### src/rtl/cache_line_mover_pkg.sv
// Shared definitions for the cache line mover: state encoding and line/beat geometry.
package cache_line_mover_pkg;

    localparam int XLEN_DEF      = 32;
    localparam int LINE_SIZE_DEF = 64;
    localparam int BUS_WIDTH_DEF = 32;

    localparam logic [2:0] ST_IDLE    = 3'd0;
    localparam logic [2:0] ST_RD_REQ  = 3'd1;
    localparam logic [2:0] ST_RD_WAIT = 3'd2;
    localparam logic [2:0] ST_FILL    = 3'd3;
    localparam logic [2:0] ST_WR_REQ  = 3'd4;
    localparam logic [2:0] ST_WB_DONE = 3'd5;

    function automatic int calc_beats(input int line_size, input int bus_width);
        return (8 * line_size) / bus_width;
    endfunction

    localparam int BEATS      = calc_beats(LINE_SIZE_DEF, BUS_WIDTH_DEF);
    localparam int NOFFSET    = $clog2(LINE_SIZE_DEF);
    localparam int BEAT_BYTES = BUS_WIDTH_DEF / 8;

endpackage

### src/rtl/cache_line_mover_if.sv
// Cache-side request/fill port and memory beat bus of the line mover.
interface cache_line_mover_if #(
    parameter int XLEN      = 32,
    parameter int LINE_SIZE = 64,
    parameter int BUS_WIDTH = 32
);
    logic                   req_valid;
    logic                   req_ready;
    logic                   req_write;
    logic [XLEN-1:0]        req_addr;
    logic [8*LINE_SIZE-1:0] req_line;
    logic                   fill_write_en;
    logic [8*LINE_SIZE-1:0] fill_data;
    logic [XLEN-1:0]        fill_addr;
    logic                   done;
    logic                   mem_req_valid;
    logic                   mem_req_ready;
    logic                   mem_req_write;
    logic [XLEN-1:0]        mem_req_addr;
    logic [BUS_WIDTH-1:0]   mem_req_wdata;
    logic                   mem_resp_valid;
    logic [BUS_WIDTH-1:0]   mem_resp_rdata;

    // master: the mover itself; slave: the cache plus memory around it
    modport master (
        input  req_valid, req_write, req_addr, req_line,
        output req_ready, fill_write_en, fill_data, fill_addr, done,
        output mem_req_valid, mem_req_write, mem_req_addr, mem_req_wdata,
        input  mem_req_ready, mem_resp_valid, mem_resp_rdata
    );

    modport slave (
        output req_valid, req_write, req_addr, req_line,
        input  req_ready, fill_write_en, fill_data, fill_addr, done,
        input  mem_req_valid, mem_req_write, mem_req_addr, mem_req_wdata,
        output mem_req_ready, mem_resp_valid, mem_resp_rdata
    );
endinterface

### src/rtl/cache_line_mover.sv
// Moves whole cache lines between the cache fill port and a beat-wide memory bus,
// one outstanding beat at a time (refill: memory->cache, writeback: cache->memory).
module cache_line_mover
    import cache_line_mover_pkg::*;
#(
    parameter int XLEN      = 32,
    parameter int LINE_SIZE = 64,
    parameter int BUS_WIDTH = 32
) (
    input  logic clock,
    input  logic reset,
    cache_line_mover_if.master bus
);
    localparam int LINE_BITS      = 8 * LINE_SIZE;
    localparam int N_BEATS        = calc_beats(LINE_SIZE, BUS_WIDTH);
    localparam int OFF_BITS       = $clog2(LINE_SIZE);
    localparam int BYTES_PER_BEAT = BUS_WIDTH / 8;
    localparam int BEAT_W         = (N_BEATS > 1) ? $clog2(N_BEATS) : 1;
    localparam logic [BEAT_W-1:0] LAST_BEAT = BEAT_W'(N_BEATS - 1);

    logic [2:0]           state_reg, state_next;
    logic [BEAT_W-1:0]    beat_reg, beat_next;
    logic [XLEN-1:0]      base_reg, base_next;
    logic [LINE_BITS-1:0] line_reg, line_next;
    logic [LINE_BITS-1:0] fill_data_reg, fill_data_next;
    logic [XLEN-1:0]      fill_addr_reg, fill_addr_next;
    logic [BUS_WIDTH-1:0] beat_word [N_BEATS];

    generate
        for (genvar gi = 0; gi < N_BEATS; gi++) begin : g_beat
            assign beat_word[gi] = line_reg[gi*BUS_WIDTH +: BUS_WIDTH];
        end
    endgenerate

    always_comb begin
        state_next     = state_reg;
        beat_next      = beat_reg;
        base_next      = base_reg;
        line_next      = line_reg;
        fill_data_next = fill_data_reg;
        fill_addr_next = fill_addr_reg;
        case (state_reg)
            ST_IDLE: begin
                if (bus.req_valid) begin
                    base_next = {bus.req_addr[XLEN-1:OFF_BITS], {OFF_BITS{1'b0}}};
                    beat_next = '0;
                    if (bus.req_write) begin
                        line_next  = bus.req_line;
                        state_next = ST_WR_REQ;
                    end else begin
                        state_next = ST_RD_REQ;
                    end
                end
            end
            ST_RD_REQ: begin
                if (bus.mem_req_ready) state_next = ST_RD_WAIT;
            end
            ST_RD_WAIT: begin
                if (bus.mem_resp_valid) begin
                    line_next[int'(beat_reg)*BUS_WIDTH +: BUS_WIDTH] = bus.mem_resp_rdata;
                    if (beat_reg == LAST_BEAT) begin
                        // Latch the output copy now so it holds through later writebacks.
                        fill_data_next = line_next;
                        fill_addr_next = base_reg;
                        state_next     = ST_FILL;
                    end else begin
                        beat_next  = beat_reg + 1'b1;
                        state_next = ST_RD_REQ;
                    end
                end
            end
            ST_FILL: state_next = ST_IDLE;
            ST_WR_REQ: begin
                if (bus.mem_req_ready) begin
                    if (beat_reg == LAST_BEAT) state_next = ST_WB_DONE;
                    else                       beat_next  = beat_reg + 1'b1;
                end
            end
            ST_WB_DONE: state_next = ST_IDLE;
            default:    state_next = ST_IDLE;
        endcase
    end

    always_ff @(posedge clock or posedge reset) begin
        if (reset) begin
            state_reg     <= ST_IDLE;
            beat_reg      <= '0;
            base_reg      <= '0;
            line_reg      <= '0;
            fill_data_reg <= '0;
            fill_addr_reg <= '0;
        end else begin
            state_reg     <= state_next;
            beat_reg      <= beat_next;
            base_reg      <= base_next;
            line_reg      <= line_next;
            fill_data_reg <= fill_data_next;
            fill_addr_reg <= fill_addr_next;
        end
    end

    // Bus fields derive only from registered state, so they hold while ready is low.
    assign bus.req_ready     = (state_reg == ST_IDLE);
    assign bus.mem_req_valid = (state_reg == ST_RD_REQ) || (state_reg == ST_WR_REQ);
    assign bus.mem_req_write = (state_reg == ST_WR_REQ);
    assign bus.mem_req_addr  = base_reg + XLEN'(int'(beat_reg) * BYTES_PER_BEAT);
    assign bus.mem_req_wdata = beat_word[beat_reg];
    assign bus.fill_write_en = (state_reg == ST_FILL);
    assign bus.done          = (state_reg == ST_FILL) || (state_reg == ST_WB_DONE);
    assign bus.fill_data     = fill_data_reg;
    assign bus.fill_addr     = fill_addr_reg;

endmodule

### src/flat_wrapper.sv
// flat-port wrapper written by rule: the top's interface ports become plain ports
module cache_line_mover_flat import cache_line_mover_pkg::*;
#(
    parameter int XLEN      = 32,
    parameter int LINE_SIZE = 64,
    parameter int BUS_WIDTH = 32
)
  (clock, reset, bus_req_valid, bus_req_write, bus_req_addr, bus_req_line, bus_req_ready, bus_fill_write_en, bus_fill_data, bus_fill_addr, bus_done, bus_mem_req_valid, bus_mem_req_write, bus_mem_req_addr, bus_mem_req_wdata, bus_mem_req_ready, bus_mem_resp_valid, bus_mem_resp_rdata);
  cache_line_mover_if #(.XLEN(XLEN), .LINE_SIZE(LINE_SIZE), .BUS_WIDTH(BUS_WIDTH)) bus_i ();
  input  logic clock;
  input  logic reset;
  input wire logic [$bits(bus_i.req_valid)-1:0] bus_req_valid;
  input wire logic [$bits(bus_i.req_write)-1:0] bus_req_write;
  input wire logic [$bits(bus_i.req_addr)-1:0] bus_req_addr;
  input wire logic [$bits(bus_i.req_line)-1:0] bus_req_line;
  output wire logic [$bits(bus_i.req_ready)-1:0] bus_req_ready;
  output wire logic [$bits(bus_i.fill_write_en)-1:0] bus_fill_write_en;
  output wire logic [$bits(bus_i.fill_data)-1:0] bus_fill_data;
  output wire logic [$bits(bus_i.fill_addr)-1:0] bus_fill_addr;
  output wire logic [$bits(bus_i.done)-1:0] bus_done;
  output wire logic [$bits(bus_i.mem_req_valid)-1:0] bus_mem_req_valid;
  output wire logic [$bits(bus_i.mem_req_write)-1:0] bus_mem_req_write;
  output wire logic [$bits(bus_i.mem_req_addr)-1:0] bus_mem_req_addr;
  output wire logic [$bits(bus_i.mem_req_wdata)-1:0] bus_mem_req_wdata;
  input wire logic [$bits(bus_i.mem_req_ready)-1:0] bus_mem_req_ready;
  input wire logic [$bits(bus_i.mem_resp_valid)-1:0] bus_mem_resp_valid;
  input wire logic [$bits(bus_i.mem_resp_rdata)-1:0] bus_mem_resp_rdata;
  assign bus_i.req_valid = bus_req_valid;
  assign bus_i.req_write = bus_req_write;
  assign bus_i.req_addr = bus_req_addr;
  assign bus_i.req_line = bus_req_line;
  assign bus_req_ready = bus_i.req_ready;
  assign bus_fill_write_en = bus_i.fill_write_en;
  assign bus_fill_data = bus_i.fill_data;
  assign bus_fill_addr = bus_i.fill_addr;
  assign bus_done = bus_i.done;
  assign bus_mem_req_valid = bus_i.mem_req_valid;
  assign bus_mem_req_write = bus_i.mem_req_write;
  assign bus_mem_req_addr = bus_i.mem_req_addr;
  assign bus_mem_req_wdata = bus_i.mem_req_wdata;
  assign bus_i.mem_req_ready = bus_mem_req_ready;
  assign bus_i.mem_resp_valid = bus_mem_resp_valid;
  assign bus_i.mem_resp_rdata = bus_mem_resp_rdata;
  cache_line_mover #(.XLEN(XLEN), .LINE_SIZE(LINE_SIZE), .BUS_WIDTH(BUS_WIDTH)) u_core (.clock(clock), .reset(reset), .bus(bus_i));
endmodule
### config.mk
export PLATFORM = sky130hd
export DESIGN_NAME = cache_line_mover_flat
export DESIGN_NICKNAME = d
export VERILOG_FILES = /design/src/rtl/cache_line_mover_pkg.sv /design/src/rtl/cache_line_mover_if.sv /design/src/rtl/cache_line_mover.sv /design/src/flat_wrapper.sv
export SDC_FILE = /design/constraint.sdc
export NUM_CORES = 2
export LEC_CHECK = 0
export BUFFER_PORTS_ARGS = -buffer_cell sky130_fd_sc_hd__buf_2
export CORE_AREA = 2 2 464 466
export CTS_CLUSTER_SIZE = 28
export DETAILED_ROUTE_END_ITERATION = 10
export DIE_AREA = 0 0 466 468
export GPL_ROUTABILITY_DRIVEN = 0
export PLACE_DENSITY = 0.52
export SYNTH_ARGS = -nofsm -noshare
export SYNTH_HDL_FRONTEND = slang
export SYNTH_SLANG_ARGS = --single-unit
### constraint.sdc
create_clock -name clock -period 89.5 [get_ports clock]
set_input_delay 22.375 -clock clock [delete_from_list [all_inputs] [get_ports clock]]
set_output_delay 22.375 -clock clock [all_outputs]
set_load 0.005 [all_outputs]
==> results.cfg <==
[worst_setup_path]
cp_max_fo = 41
crit_type = flop to output port
cp.arrival_ns = 5.62
required_ns = 67.12
end_kind = output port
worst_setup_path_start_kind = flop

[pwr]
p_leak_nw = 31.6
combPwrFrac_pct = 40.1
power_density_nw_per_um2 = 33.9
power.share.clock_pct = 26.5
intPower_mw = 1.25
ir_worst_vdd_mv = 0.0194
switchingPower_mw = 1.01
pwr-share-seq_pct = 33.4
sw_frac_of_total_pct = 44.8

[synthesis]
synth_top_area_cell = dfrtp_1
postSynthCellCount = 5508
syn_avg_cell_area_um2 = 9.61
ys_seq_area_share_pct = 51.2
synth_seq_cells = 1083
syn_area_um2 = 53000
yosysWarnings = 0
synth_area_leaders = dfrtp_1 51%, mux2i_1 6.6%, nor2_1 5.7%
yosysUniqueCellTypes = 72
netlist.area_leader.share_pct = 51.2
synth_top_flop_cell = dfrtp_1
synth_edf_count = 0
ys_async_sr_fraction_pct = 100

[layout]
fin_nets = 7036
fin_cells = 9455
area_growth_pct = 25.8
final_layout_size_suffix_gt1_share_pct = 26.5

[clock_tree]
cts_buffers = 138
post_cts_buffers = 0
cts_tree = yes
htreeDepth = 4
clock_latency_ns = 0.82
clockBufferDepth = 3
clock_sinks = 1083
ctsResizeCount = 0
cts.clk_slew.worst_paths_ns = 0.06
cts_root_buffer = clkbuf_16
cts_hold_buf = 0

[global_routing]
grtUsageTotal_pct = 30.2
grt_first_pass_wirelength_um = 451000
grt_pass1_vias = 49600
grt_overflow = 0
antenna_found_initial = 128
grt_max_degree = 178

[timing]
hold_viol = 0
timing.fmax_mhz = 35.7
slew_headroom_pct = 17.6
tns_ns = 0
report.final.slew_viol_count = 0
fin_crit_ns = 28.00
skew_ns = 0.0333
rsz0062_at_grt = no
finalCritPeriodShare_pct = 31.3
fin_ws_ns = 61.50
worst_pin_slew_ns = 1.24
setup_viol = 0

[floorplan]
die_area_um2 = 218000
die_h_um = 468
die_x_um = 466
rows = 170
pin_count = 1195
initial_core_util_pct = 24.8
core_area_um2 = 213000

[outcome]
status = completed

[routing]
dr.first_iter.drc_count = 7156
firstDrtPassIters = 10
wl_um = 342000
antenna_left = 0
wl_per_cell_um = 36.2
viasPerCell = 5.62
drc = 0
route.vias.total = 53200

[place]
dp.cells = 9149
pre_cts_slack_ns = 62.28
dp_hpwl_um = 256000
numPortBuffers = 1180

[flow_run]
timing.max_cap.violations = 0

[hold_path]
hp-class = flop to flop
==> cells in the final DEF (no fill, tap or decap), drive strengths merged, types with 30 or more instances in the layout <==
| master | count |
|---|---|
| a221oi | 64 |
| a22oi | 57 |
| o22a | 42 |
| a221o | 218 |
| clkinv | 30 |
| a31oi | 130 |
| o22ai | 122 |
| nor2 | 804 |
| clkbuf | 189 |
| a222oi | 45 |
| mux2i | 351 |
| mux2 | 55 |
| diode | 60 |
| nand3 | 125 |
| o21ai | 309 |
| nor3 | 99 |
| and3 | 32 |
| inv | 78 |
| mux4 | 64 |
| dfrtp | 1083 |
| a21oi | 499 |
| nand2 | 654 |
| buf | 1347 |
==> metrics by stage <==
stage               power [mW]  area (um2)  hold slack (ns)  utilization [%]
finish                    2.26       66600            0.469             31.2
global route              2.33       66500            0.496             31.2
CTS                       2.24       66500            0.473             31.1
global placement          1.63       61700            0.457             28.9
detailed placement        1.64       61700            0.459             28.9
floorplan                 1.16       53000            0.459                -
==> critical path, stage by stage (launching register included) <==
cell      delay, ns
dfrtp_4        0.77
buf_4          0.51
buf_4          0.62
buf_4          0.75
mux2i_1        0.20
a221oi_1       0.81
nor2_1         0.10
o21ai_0        0.59
buf_2          0.23
==> final timing paths <==
path	startpoint	endpoint	slack (ns)	depth (start not counted)
worst max-delay path	u_core.beat_reg[0]$_DFFE_PP0P_	bus_mem_req_wdata[6]	61.50	8
worst min-delay path	u_core.bus.fill_addr[24]$_DFFE_PP0P_	u_core.bus.fill_addr[24]$_DFFE_PP0P_	0.47	2
worst max register to register	u_core.beat_reg[0]$_DFFE_PP0P_	u_core.line_reg[380]$_DFFE_PP0P_	83.34	12
worst min register to register	u_core.bus.fill_addr[24]$_DFFE_PP0P_	u_core.bus.fill_addr[24]$_DFFE_PP0P_	0.47	2
max in group asynchronous	reset	u_core.bus.fill_data[247]$_DFFE_PP0P_	63.31	7
min in group asynchronous	reset	u_core.bus.fill_data[103]$_DFFE_PP0P_	21.65	2
==> power groups by stage <==
stage          logic (mW)  registers [mW]  clock network [mW]
2_1_floorplan       0.485           0.673                   0
3_3_place_gp        0.879           0.750                   0
3_5_place_dp        0.886           0.754                   0
4_1_cts             0.890           0.746               0.608
5_1_grt             0.944           0.759               0.627
6_report            0.906           0.755               0.598
==> synthesized netlist by cell type (3+ instances only) <==
cell	instances
a32oi_1	3
nor3_1	98
a21o_1	19
dfrtp_1	1083
nand4_1	6
buf_2	146
buf_4	23
mux2_2	34
o22ai_1	122
o21ai_0	200
o22a_1	42
nor2_1	801
nand3_1	124
mux4_2	64
clkbuf_1	340
nand2b_1	9
ha_1	3
o211ai_1	17
xnor2_1	4
a22oi_1	57
a31oi_1	130
inv_1	69
nor2b_1	3
a2111oi_4	3
and2_1	8
a221oi_1	64
a2bb2oi_1	4
mux2i_1	351
clkbuf_2	4
o211ai_2	4
a21oi_1	495
o21ai_1	106
a221o_1	218
o32ai_1	3
nand2_1	654
a222oi_1	45
and3_1	32
o221ai_1	7
a22o_1	16
mux2_1	21
buf_1	36
==> routing by layer <==
metal	global-route usage, %	up-vias	wire, um
li1	-	21800	-
met1	40.2	26900	140000
met2	43.2	3653	143000
met3	10.3	666	39000
met4	15.4	86	19500
met5	0	-	500
==> cell type report <==
| class | instances | area [um2] |
|---|---|---|
| inverters | 69 | 267 |
| multi-input cells | 3812 | 23600 |
| well taps | 2838 | 3550 |
| flip-flops and latches | 1083 | 27100 |
| repair buffers | 1347 | 7210 |
| diodes | 60 | 150 |
| clock buffers | 189 | 3980 |
| fillers | 22600 | 147000 |
| clock inverters | 57 | 753 |
==> logic make-up after synthesis <==
group                    after synthesis  synth area share, %
adder cells (fa/ha/maj)                3               0.0709
buffers and inverters                620                 4.94
AND/OR/NAND/NOR                     1754                 13.4
other                                  1              0.00708
multiplexers                         470                 10.5
flip-flops                          1083                 51.2
XOR/XNOR                               6                0.149
AO/OA/AOI/OAI                       1571                 19.7
Note: power is estimated with default switching activity, not from simulation.
